--- config.mk ---
export PLATFORM = sky130hd
export DESIGN_NAME = cpu_trace_fifo
export DESIGN_NICKNAME = d
export VERILOG_FILES = /design/src/rtl/cpu_trace_fifo.sv
export SDC_FILE = /design/constraint.sdc
export NUM_CORES = 1
export LEC_CHECK = 0
export ABC_AREA = 1
export BUFFER_PORTS_ARGS = -buffer_cell sky130_fd_sc_hd__buf_2
export CAP_MARGIN = 20
export CELL_PAD_IN_SITES_DETAIL_PLACEMENT = 1
export CELL_PAD_IN_SITES_GLOBAL_PLACEMENT = 2
export CORE_MARGIN = 8
export CORE_UTILIZATION = 25
export DETAILED_ROUTE_END_ITERATION = 12
export GPL_ROUTABILITY_DRIVEN = 0
export PLACE_DENSITY_LB_ADDON = 0.1
export SLEW_MARGIN = 10
export SYNTH_ARGS = -nofsm -noshare
export SYNTH_HDL_FRONTEND = slang
export SYNTH_SLANG_ARGS = --single-unit
export TNS_END_PERCENT = 20
--- constraint.sdc ---
create_clock -name clock -period 3.8 [get_ports clock]
set_input_delay 0.76 -clock clock [delete_from_list [all_inputs] [get_ports clock]]
set_output_delay 0.76 -clock clock [all_outputs]
set_load 0.02 [all_outputs]
--- src/rtl/cpu_trace_fifo.sv ---
// Instruction trace FIFO fed by the core observer bus (jp, ip, cmd).
// Optional capture trigger on TRIG_IP: define TRACE_TRIGGER_EN.
module cpu_trace_fifo #(
  parameter int          AW      = 4,
  parameter logic [15:0] TRIG_IP = 16'h0000
) (
  input  logic          clock,
  input  logic          reset,
  input  logic [15:0]   i_jp,
  input  logic [15:0]   i_ip,
  input  logic [15:0]   i_cmd,
  input  logic          i_en,
  input  logic          i_clr,
  input  logic          i_ready,
  output logic          o_valid,
  output logic [31:0]   o_data,
  output logic [AW:0]   o_count,
  output logic          o_overflow,
  output logic [15:0]   o_drop_cnt
);

  localparam int DEPTH = 2 ** AW;

  logic [31:0] mem_q [DEPTH];
  logic [AW:0] wr_q, wr_d;
  logic [AW:0] rd_q, rd_d;
  logic [15:0] jp_prev_q;
  logic        ovf_q, ovf_d;
  logic [15:0] drop_q, drop_d;

  logic        cap_evt;
  logic        cap;
  logic        empty;
  logic        full;
  logic        rd;
  logic        wr_en;
  logic        drop;

  assign cap_evt = i_en && (i_jp == 16'd1)
                   && (jp_prev_q != 16'd1);

`ifdef TRACE_TRIGGER_EN
  logic trig_q, trig_d;
  logic trig_hit;

  assign trig_hit = cap_evt && (i_ip == TRIG_IP);
  assign cap      = cap_evt && (trig_q || trig_hit);

  // Trigger latches on the first matching fetch; clear re-arms it.
  always_comb begin
    trig_d = trig_q | trig_hit;
    if (i_clr) trig_d = 1'b0;
  end

  // Triggered-state register.
  always_ff @(posedge clock or posedge reset) begin
    if (reset) trig_q <= 1'b0;
    else       trig_q <= trig_d;
  end
`else
  logic unused_trig_ip;
  assign unused_trig_ip = ^TRIG_IP;
  assign cap = cap_evt;
`endif

  assign empty = (wr_q == rd_q);
  assign full  = (wr_q[AW] != rd_q[AW])
                 && (wr_q[AW-1:0] == rd_q[AW-1:0]);
  assign rd    = !empty && i_ready;
  assign wr_en = cap && (!full || rd) && !i_clr;
  assign drop  = cap && full && !rd && !i_clr;

  // Pointer, overflow flag and drop counter next state.
  always_comb begin
    wr_d   = wr_q;
    rd_d   = rd_q;
    ovf_d  = ovf_q;
    drop_d = drop_q;
    if (i_clr) begin
      wr_d   = '0;
      rd_d   = '0;
      ovf_d  = 1'b0;
      drop_d = '0;
    end else begin
      if (wr_en) wr_d = wr_q + 1'b1;
      if (rd)    rd_d = rd_q + 1'b1;
      if (drop) begin
        ovf_d = 1'b1;
        if (drop_q != 16'hFFFF)
          drop_d = drop_q + 16'd1;
      end
    end
  end

  // Control state with async reset.
  always_ff @(posedge clock or posedge reset) begin
    if (reset) begin
      wr_q      <= '0;
      rd_q      <= '0;
      jp_prev_q <= '0;
      ovf_q     <= 1'b0;
      drop_q    <= '0;
    end else begin
      wr_q      <= wr_d;
      rd_q      <= rd_d;
      jp_prev_q <= i_jp;
      ovf_q     <= ovf_d;
      drop_q    <= drop_d;
    end
  end

  // Entry storage; contents survive reset, only pointers matter.
  always_ff @(posedge clock) begin
    if (wr_en) mem_q[wr_q[AW-1:0]] <= {i_ip, i_cmd};
  end

  assign o_valid    = !empty;
  assign o_data     = empty ? 32'd0 : mem_q[rd_q[AW-1:0]];
  assign o_count    = wr_q - rd_q;
  assign o_overflow = ovf_q;
  assign o_drop_cnt = drop_q;

endmodule

# [After elaboration in Yosys (flattened, before gate mapping)]
# Memory sizes are Yosys's and may differ from the RTL's.
# Cells that the tools add are included.
# Widths: inputs -> output; s select.
[totals] reg_bits=43 mem_bits_rw=512 mem_count=1
[op_classes] add_sub_neg=4 n_eq_ne=6 n_mux=12 reduce_logical=19
[mem_list] memory="mem_q" depth=16 width=32 rd=1 rd_clocked_by_memory_dff=0 write_ports=1 line_no="24" source="logic [31:0] mem_q [DEPTH];"
[op_table] operator="$mux 16" n=3
[op_table] operator="$mux 32" n=1
[op_table] operator="$mux 5" n=4
[op_table] operator="$add 16x1->16 const B" n=1
[op_table] operator="$eq 16x1->1 const B" n=1
[op_table] operator="$ne 16x1->1 const B" n=1
[op_table] operator="$ne 16x16->1 const B" n=1
[op_table] operator="$add 5x1->5 const B" n=2
[op_table] operator="$logic_and 1x1->1" n=9
[op_table] operator="$reduce_bool 2->1" n=4
[op_table] operator="$eq 5x5->1" n=1
[op_table] operator="$sub 5x5->5" n=1
[op_table] operator="$eq 4x4->1" n=1
[op_table] operator="$logic_not 1->1" n=4
[op_table] operator="$mux 1" n=4
[op_table] operator="$reduce_and 2->1" n=1
[op_table] operator="$logic_or 1x1->1" n=1
[op_table] operator="$ne 1x1->1" n=1

# [Depth between registers and ports, before layout]
# Gate-level depths: netlist of run 1.
[logic_depth] depth_word=8 mapped_depth=13

# [Worst setup path after synthesis of run 1]
# OpenSTA, ideal clock, no wires.
[synth_timing] path_type="register to register" from="reg rd_q[2]" to="mem mem_q[0][0] (enable)" setup_ns=0.421 arrival_ns=3.269 path_slack_ns=0.110 path_stages_with_launch=12 n_path_buf=2 synth_period_minus_slack_ns=3.690 cell_sequence="dfrtp_1 -> buf_2 -> clkinv_1 -> clkbuf_1 -> ha_1 -> nand4_1 -> nor3_4 -> inv_1 -> nand2_2 -> nor2_2 -> nand2_1 -> nor2_1"
[synth_via] elab_chain_len=8 elab_cells_between_ends=11
[synth_rtl] item="from (decl)" line_no="26" source="logic [AW:0] rd_q, rd_d;"
[synth_rtl] item="from (signal assigned)" line_no="105" source="rd_q <= rd_d;"
[synth_rtl] item="$eq 5x5->1 / $eq 4x4->1 (equally long branches)" line_no="66, 68"
[synth_rtl] item="$logic_not 1->1 / $logic_and 1x1->1 (equally long branches)" line_no="69, 68"
[synth_rtl] item="$logic_and 1x1->1 / $logic_not 1->1 (equally long branches)" line_no="69, 70"
[synth_rtl] item="$logic_or 1x1->1 (*)" line_no="70" source="assign wr_en = cap && (!full || rd) && !i_clr;"
[synth_rtl] item="$logic_and 1x1->1 (*) (2 in series)" line_no="70"
[synth_rtl] item="$mux 1 (*)" line_no="114" source="if (wr_en) mem_q[wr_q[AW-1:0]] <= {i_ip, i_cmd};"
[synth_rtl] item="$mux 1 (not written as such) (*)" line_no="114"
[synth_rtl] item="to (decl)" line_no="24"
# Every way passes the cells marked *; elsewhere a longest branch is shown, timed or not.

# [Worst setup path in the final report of run 1]
[layout_timing] from="reg rd_q[0]" to="out o_data[10]"
[layout_via] elab_chain_len=2 elab_cells_between_ends=3
[layout_rtl] item="$mem_v2 16x32 / $eq 5x5->1 (equally long branches)"
[layout_rtl] item="$mux 32 (*)" line_no="118" source="assign o_data = empty ? 32'd0 : mem_q[rd_q[AW-1:0]];"
[layout_rtl] item="to (decl)" line_no="16" source="output logic [31:0] o_data,"
# Marks and branches as above.

==> results.tsv, run 1 <==
stage	metric	value	unit
timing	worstMarginPinSlew	0.745	ns
final_layout	fin_util	0.304	
worst_setup_path	reg2regPathDepth	9	
final_layout	syn2layout_area_growth	20.5	%
detailed_routing	ant_nets	0	
detailed_routing	met2_wirelength	36.4	mm
floorplan	die_h	317	um
placement	dp_slack	0.534	ns
floorplan	core-area	90000	um2
worst_setup_path	startpoint	rd_q[0]	
min_path	hp-class	in2async	
detailed_routing	num_vias	15000	
detailed_routing	drc	0	
worst_setup_path	cp-endpoint	o_data[10]	
timing	timing.hold.ws	0.138	ns
placement	dp_hpwl	43.9	mm
synthesis	ys_seq_area_frac	0.724	
timing	fmax	0.273	GHz
timing	finClkSkew	0.0271	ns
worst_setup_path	cp_data_arrival_time	2.91	ns
final_layout	final_layout_size_suffix_gt1_frac	0.159	
floorplan	io_pins	108	
worst_setup_path	critical_path_class	reg2out	
worst_setup_path	critPathCaptureType	primary output	
synthesis	synthFlopType	edfxtp_1	
final_layout	nFillCells	9797	
synthesis	syn-instance-count	1850	
timing	rsz0062_at_grt	yes	
worst_setup_path	crit_path_max_fanout	22	
global_routing	grt_first_pass_wirelength	113	mm
global_routing	overflow	0	
timing	hold_viol	0	
clock_tree	clock-sinks	555	
synthesis	synth_warnings	0	
detailed_routing	wl	76.5	mm
clock_tree	insertion_delay	0.60	ns
synthesis	synth_top_area_share	0.677	
synthesis	async_flop_share	0.0775	
timing	relSlewSlack	0.503	
clock_tree	cts_setup_buffers	0	
synthesis	synth_area_leaders	edfxtp_1 68%, nor2_1 6.2%, o21ai_0 5.3%, dfrtp_1 4.7%, nand2_1 2.9%	
detailed_routing	highest_layer	met4	
detailed_routing	met3_length	1.81	mm
synthesis	syn_area	22700	um2
run_status	outcome	completed	
worst_setup_path	worst_ep_required_time	3.04	ns
synthesis	yosys.area.top_type	edfxtp_1	
final_layout	multiInputGateArea	5530	um2
timing	setup_viol	0	
timing	finalMaxSlewViolations	0	
final_layout	final_nets	2049	
detailed_routing	drtIter0Drc	821	
final_layout	regArea	16500	um2
floorplan	rows	110	
pwr	power	13300	uW
global_routing	antenna_found_initial	4	
global_routing	grt_pass1_vias	16000	
detailed_routing	wl_per_cell	23.8	um
global_routing	track_usage	0.151	
clock_tree	cts-hold-fix-buffers	0	
placement	port_buffers	107	
synthesis	synth_seq_cells	555	
floorplan	die_w	317	um
clock_tree	cts_tree	done	
detailed_routing	viasPerCell	4.66	
worst_setup_path	rrSetupSlack	0.77	ns
detailed_routing	drt-met1-wl	36.4	mm
pwr	peakVddDrop	0.000329	V
detailed_routing	dr.pass1.iters	5	
timing	fin_crit_sh	0.965	
clock_tree	numCtsBuffers	69	
clock_tree	clockBufferDepth	3	
worst_setup_path	r2r_end	mem_q[13][26]	
synthesis	avgSynthCellArea	12.3	um2
floorplan	die_area	101000	um2
global_routing	grt_max_degree	124	
timing	layout_min_cycle_time	3.67	ns
timing	worst_slack	0.132	ns
pwr	cellLeakagePower	0.00958	uW
floorplan	start_util	0.252	
synthesis	synth_nets	1914	
synthesis	synth_edf_count	512	
worst_setup_path	r2r_start	rd_q[0]	
clock_tree	root_buffer	clkbuf_16	
clock_tree	cts-htree-levels	3	
clock_tree	clkTransAtPathRegs	0.06	ns
worst_setup_path	cp-start-kind	register	
final_layout	num_antenna_cells	0	
pwr	p_per_area	487	nW/um2
synthesis	synth_cell_types	39	
run	maxCapViolCount	0	
per-layer routing:
layer,vias to the layer above,GRT usage
met4,0,0.0417
met1,7789,0.207
met5,-,0
met3,104,0.0214
met2,203,0.251
li1,6883,-
cells by family (layout without fill, tap and decap cells):
| family | Yosys count | after routing | share of synthesized area |
|---|---|---|---|
| simple gates | 653 | 653 | 0.120 |
| flops | 555 | 555 | 0.724 |
| compound gates | 430 | 430 | 0.106 |
| buf+inv | 186 | 371 | 0.0380 |
| xor+xnor | 15 | 15 | 0.00612 |
| fa+ha+maj | 11 | 11 | 0.00639 |
cells in the final DEF, fill, tap and decap left out, drive strengths merged, types with 5 or more instances in the layout:
master / synthesis / routed
nand3: 67 / 67
nor2: 381 / 381
clkbuf: 61 / 83
o22ai: 64 / 64
bufinv: 0 / 5
ha: 10 / 10
xor2: 7 / 7
buf: 48 / 173
clkinv: 2 / 32
o211ai: 64 / 64
edfxtp: 512 / 512
a21oi: 39 / 39
xnor2: 8 / 8
dfrtp: 43 / 43
nand2: 191 / 191
o21ai: 261 / 261
inv: 74 / 76
worst min path at each step:
stage,startpoint,slack [ns],endpoint,cells past startpoint
after floorplan,wr_q[0],0.55,wr_q[0],2
after global placement,o_overflow,0.50,o_overflow,2
after detailed placement,o_overflow,0.49,o_overflow,2
after CTS,i_jp[3],0.22,jp_prev_q[3],1
after global routing,reset,0.13,jp_prev_q[15],2
final,reset,0.14,jp_prev_q[11],2
timing repair:
action | 4_1_cts | 5_1_grt
pin swaps | 1 | 2
resized for setup | 2 | 4
gates cloned | 0 | 1
endpoints found under the setup margin | 3 | 15
critical path, cell delays in order, from the launching register on:
cell     delay [ns]
dfrtp_4        0.63
ha_1           0.36
nand4_1        0.26
nor2_4         0.49
buf_12         0.22
a21oi_1        0.11
buf_2          0.19
Yosys cell counts (all sizes together), types with 7 or more instances:
| cell type | instances |
|---|---|
| o21ai | 261 |
| ha | 10 |
| xnor2 | 8 |
| nor2 | 381 |
| edfxtp | 512 |
| nand3 | 67 |
| buf | 48 |
| o22ai | 64 |
| xor2 | 7 |
| o211ai | 64 |
| clkbuf | 61 |
| inv | 74 |
| dfrtp | 43 |
| a21oi | 39 |
| nand2 | 191 |
where the power goes:
group          internal [uW]  total (uW)  switching [uW]
registers               6680        6690            8.28
clock network           3830        6470            2640
logic                   34.5         174             139
sequential cells by signal (all words and copies together), names as in the netlist:
| signal | flops |
|---|---|
| wr_q | 5 |
| o_drop_cnt | 16 |
| mem_q | 512 |
| o_overflow | 1 |
| jp_prev_q | 16 |
| rd_q | 5 |
metrics by stage:
| stage | instances | setup TNS, ns | instance area, um2 |
|---|---|---|---|
| 2_1_floorplan | 1850 | 0 | 22700 |
| 3_3_place_gp | 3088 | 0 | 25100 |
| 3_5_place_dp | 3088 | 0 | 25100 |
| 4_1_cts | 3209 | -0.0152 | 27300 |
| 5_1_grt | 3211 | -0.0664 | 27400 |
| 6_report | 3211 | 0 | 27400 |
area by class of cell:
cell class              instances  area share
clock buffers                  82      0.0680
well taps                    1176      0.0538
inverters                      76      0.0109
multi-input cells            1109       0.202
clock inverters                39      0.0123
repair buffers                174      0.0514
flip-flops and latches        555       0.602
(Power assumes the default switching activity.)
==> inputs of run 2 (changes only) <==
- CORE_MARGIN: 8 -> default
- MAX_ROUTING_LAYER: default -> met4
- clock period: 3.8 -> 3 ns (I/O delays scaled with it)
==> results.tsv, run 2 (synthesized netlist as in run 1, its figures left out) <==
stage	metric	value	unit
detailed_routing	met2_wirelength	36.8	mm
worst_setup_path	cp_top_family	buffers and inverters	
clock_tree	clock-sinks	555	
detailed_routing	dr.pass1.iters	8	
detailed_routing	viasPerCell	4.65	
pwr	cellLeakagePower	0.0102	uW
worst_setup_path	max_stage_delay	0.51	ns
timing	fmax	0.315	GHz
clock_tree	numCtsBuffers	70	
final_layout	final_layout_size_suffix_gt1_frac	0.209	
detailed_routing	drt-met1-wl	37.5	mm
pwr	p_per_area	581	nW/um2
detailed_routing	ant_nets	0	
final_layout	design_area	29100	um2
pwr	p_int	13300	uW
run	maxCapViolCount	0	
worst_setup_path	critPathCaptureType	primary output	
timing	fin_setup_tns	-3.81	ns
global_routing	track_usage	0.172	
worst_setup_path	critical_path_class	reg2out	
clock_tree	clkTransAtPathRegs	0.06	ns
placement	placed_area	25300	um2
worst_setup_path	worst_ep_required_time	2.40	ns
clock_tree	insertion_delay	0.63	ns
clock_tree	root_buffer	clkbuf_16	
timing	fin_crit_sh	1.06	
global_routing	grt_pass1_vias	16100	
floorplan	die_w	303	um
min_path	hp-class	in2reg	
floorplan	die_area	92000	um2
detailed_routing	highest_layer	met4	
timing	setup_viol	32	
worst_setup_path	cp_num_buf_inv	6	
floorplan	core-area	90000	um2
global_routing	antenna_found_initial	2	
final_layout	layout_common_cells	512 x edfxtp_1, 353 x nor2_1, 227 x o21ai_0	
pwr	swShare	0.215	
final_layout	num_antenna_cells	0	
placement	dp_slack	0.114	ns
pwr	peakVddDrop	0.000356	V
worst_setup_path	cp-start-kind	register	
timing	timing.hold.ws	0.0929	ns
worst_setup_path	crit_path_max_fanout	6	
floorplan	start_util	0.252	
timing	finalMaxSlewViolations	0	
worst_setup_path	crit_chain	inv_8, buf_6, ha_4, nand4_1, nor2_4, buf_12, buf_12, a21oi_2, buf_4, buf_6	
clock_tree	clockBufferDepth	3	
timing	rsz0062_at_grt	yes	
pwr	clkPwrFrac	0.485	
floorplan	rows	110	
detailed_routing	num_vias	15200	
detailed_routing	wl	78.0	mm
floorplan	io_pins	108	
run_status	outcome	finished, violations left	
detailed_routing	met3_length	2.14	mm
detailed_routing	drtIter0Drc	868	
global_routing	grt_first_pass_wirelength	111	mm
placement	port_buffers	107	
pwr	power_switching	3630	uW
final_layout	largest_register_ffs	512	
timing	layout_min_cycle_time	3.17	ns
global_routing	overflow	0	
timing	worstMarginPinSlew	0.553	ns
timing	finClkSkew	0.0202	ns
timing	worst_slack	-0.174	ns
clock_tree	cts_tree	done	
final_layout	final_nets	2114	
run_status	violations	design-rule violations, negative setup slack	
timing	hold_viol	0	
final_layout	syn2layout_area_growth	28.3	%
worst_setup_path	critPathSlowestCell	dfrtp_4	
pwr	comb_power_share	0.014	
placement	dp_hpwl	42.8	mm
floorplan	die_h	303	um
global_routing	grt_max_degree	65	
final_layout	final_common_cell	edfxtp_1	
clock_tree	cts-htree-levels	3	
timing	relSlewSlack	0.631	
worst_setup_path	cp_data_arrival_time	2.57	ns
detailed_routing	drc	1	
detailed_routing	wl_per_cell	23.8	um
pwr	seqPwrFrac	0.501	
run 2: timing repair:
item | CTS | global route
pin swaps | 23 | 19
gates resized for setup | 135 | 46
hold buffers | 1 | 0
buffers inserted | 31 | 6
endpoints found under the hold margin | 14 | 0
cloned | 15 | 7
setup endpoints to repair | 34 | 516
run 2: worst paths after layout:
path	startpoint	endpoint	slack (ns)	cells past startpoint
worst max register to register	rd_q[1]	mem_q[11][11]	0.16	13
worst max-delay path	rd_q[1]	o_data[24]	-0.17	10
worst min-delay path	i_jp[2]	jp_prev_q[2]	0.09	1
worst min register to register	o_overflow	o_overflow	0.49	2
max in group asynchronous	reset	wr_q[2]	1.76	4
min in group asynchronous	reset	o_drop_cnt[8]	0.52	3
run 2: layout make-up:
| cell class | instances | area [um2] |
|---|---|---|
| Timing Repair inverter | 1 | 11.3 |
| Clock buffer | 83 | 1820 |
| Sequential cell | 555 | 16500 |
| Fill cell | 9719 | 60900 |
| Timing Repair Buffer | 237 | 2900 |
| Tap cell | 1176 | 1470 |
| Multi-Input combinational cell | 1109 | 5780 |
| Clock inverter | 37 | 369 |
| Inverter | 76 | 319 |
run 2: layer usage:
layer | vias to the layer above | track usage
met4 | 0 | 0.0445
met2 | 208 | 0.270
li1 | 7034 | -
met5 | - | -
met3 | 105 | 0.0248
met1 | 7872 | 0.233
run 2: through the flow:
step,utilization,power [uW],cells
after global routing,0.324,17500,3274
after floorplan,-,8690,1850
after detailed placement,0.281,8880,3095
after CTS,0.319,17200,3262
final,0.324,16900,3274
after global placement,0.281,8880,3095
run 2: power by group through the flow:
stage / Combinational [uW] / Clock (uW) / Sequential, uW
after floorplan: 48.3 / 0 / 8640
after global placement: 243 / 0 / 8640
after detailed placement: 248 / 0 / 8640
after global routing: 267 / 8740 / 8470
final: 240 / 8210 / 8480
after CTS: 249 / 8490 / 8470
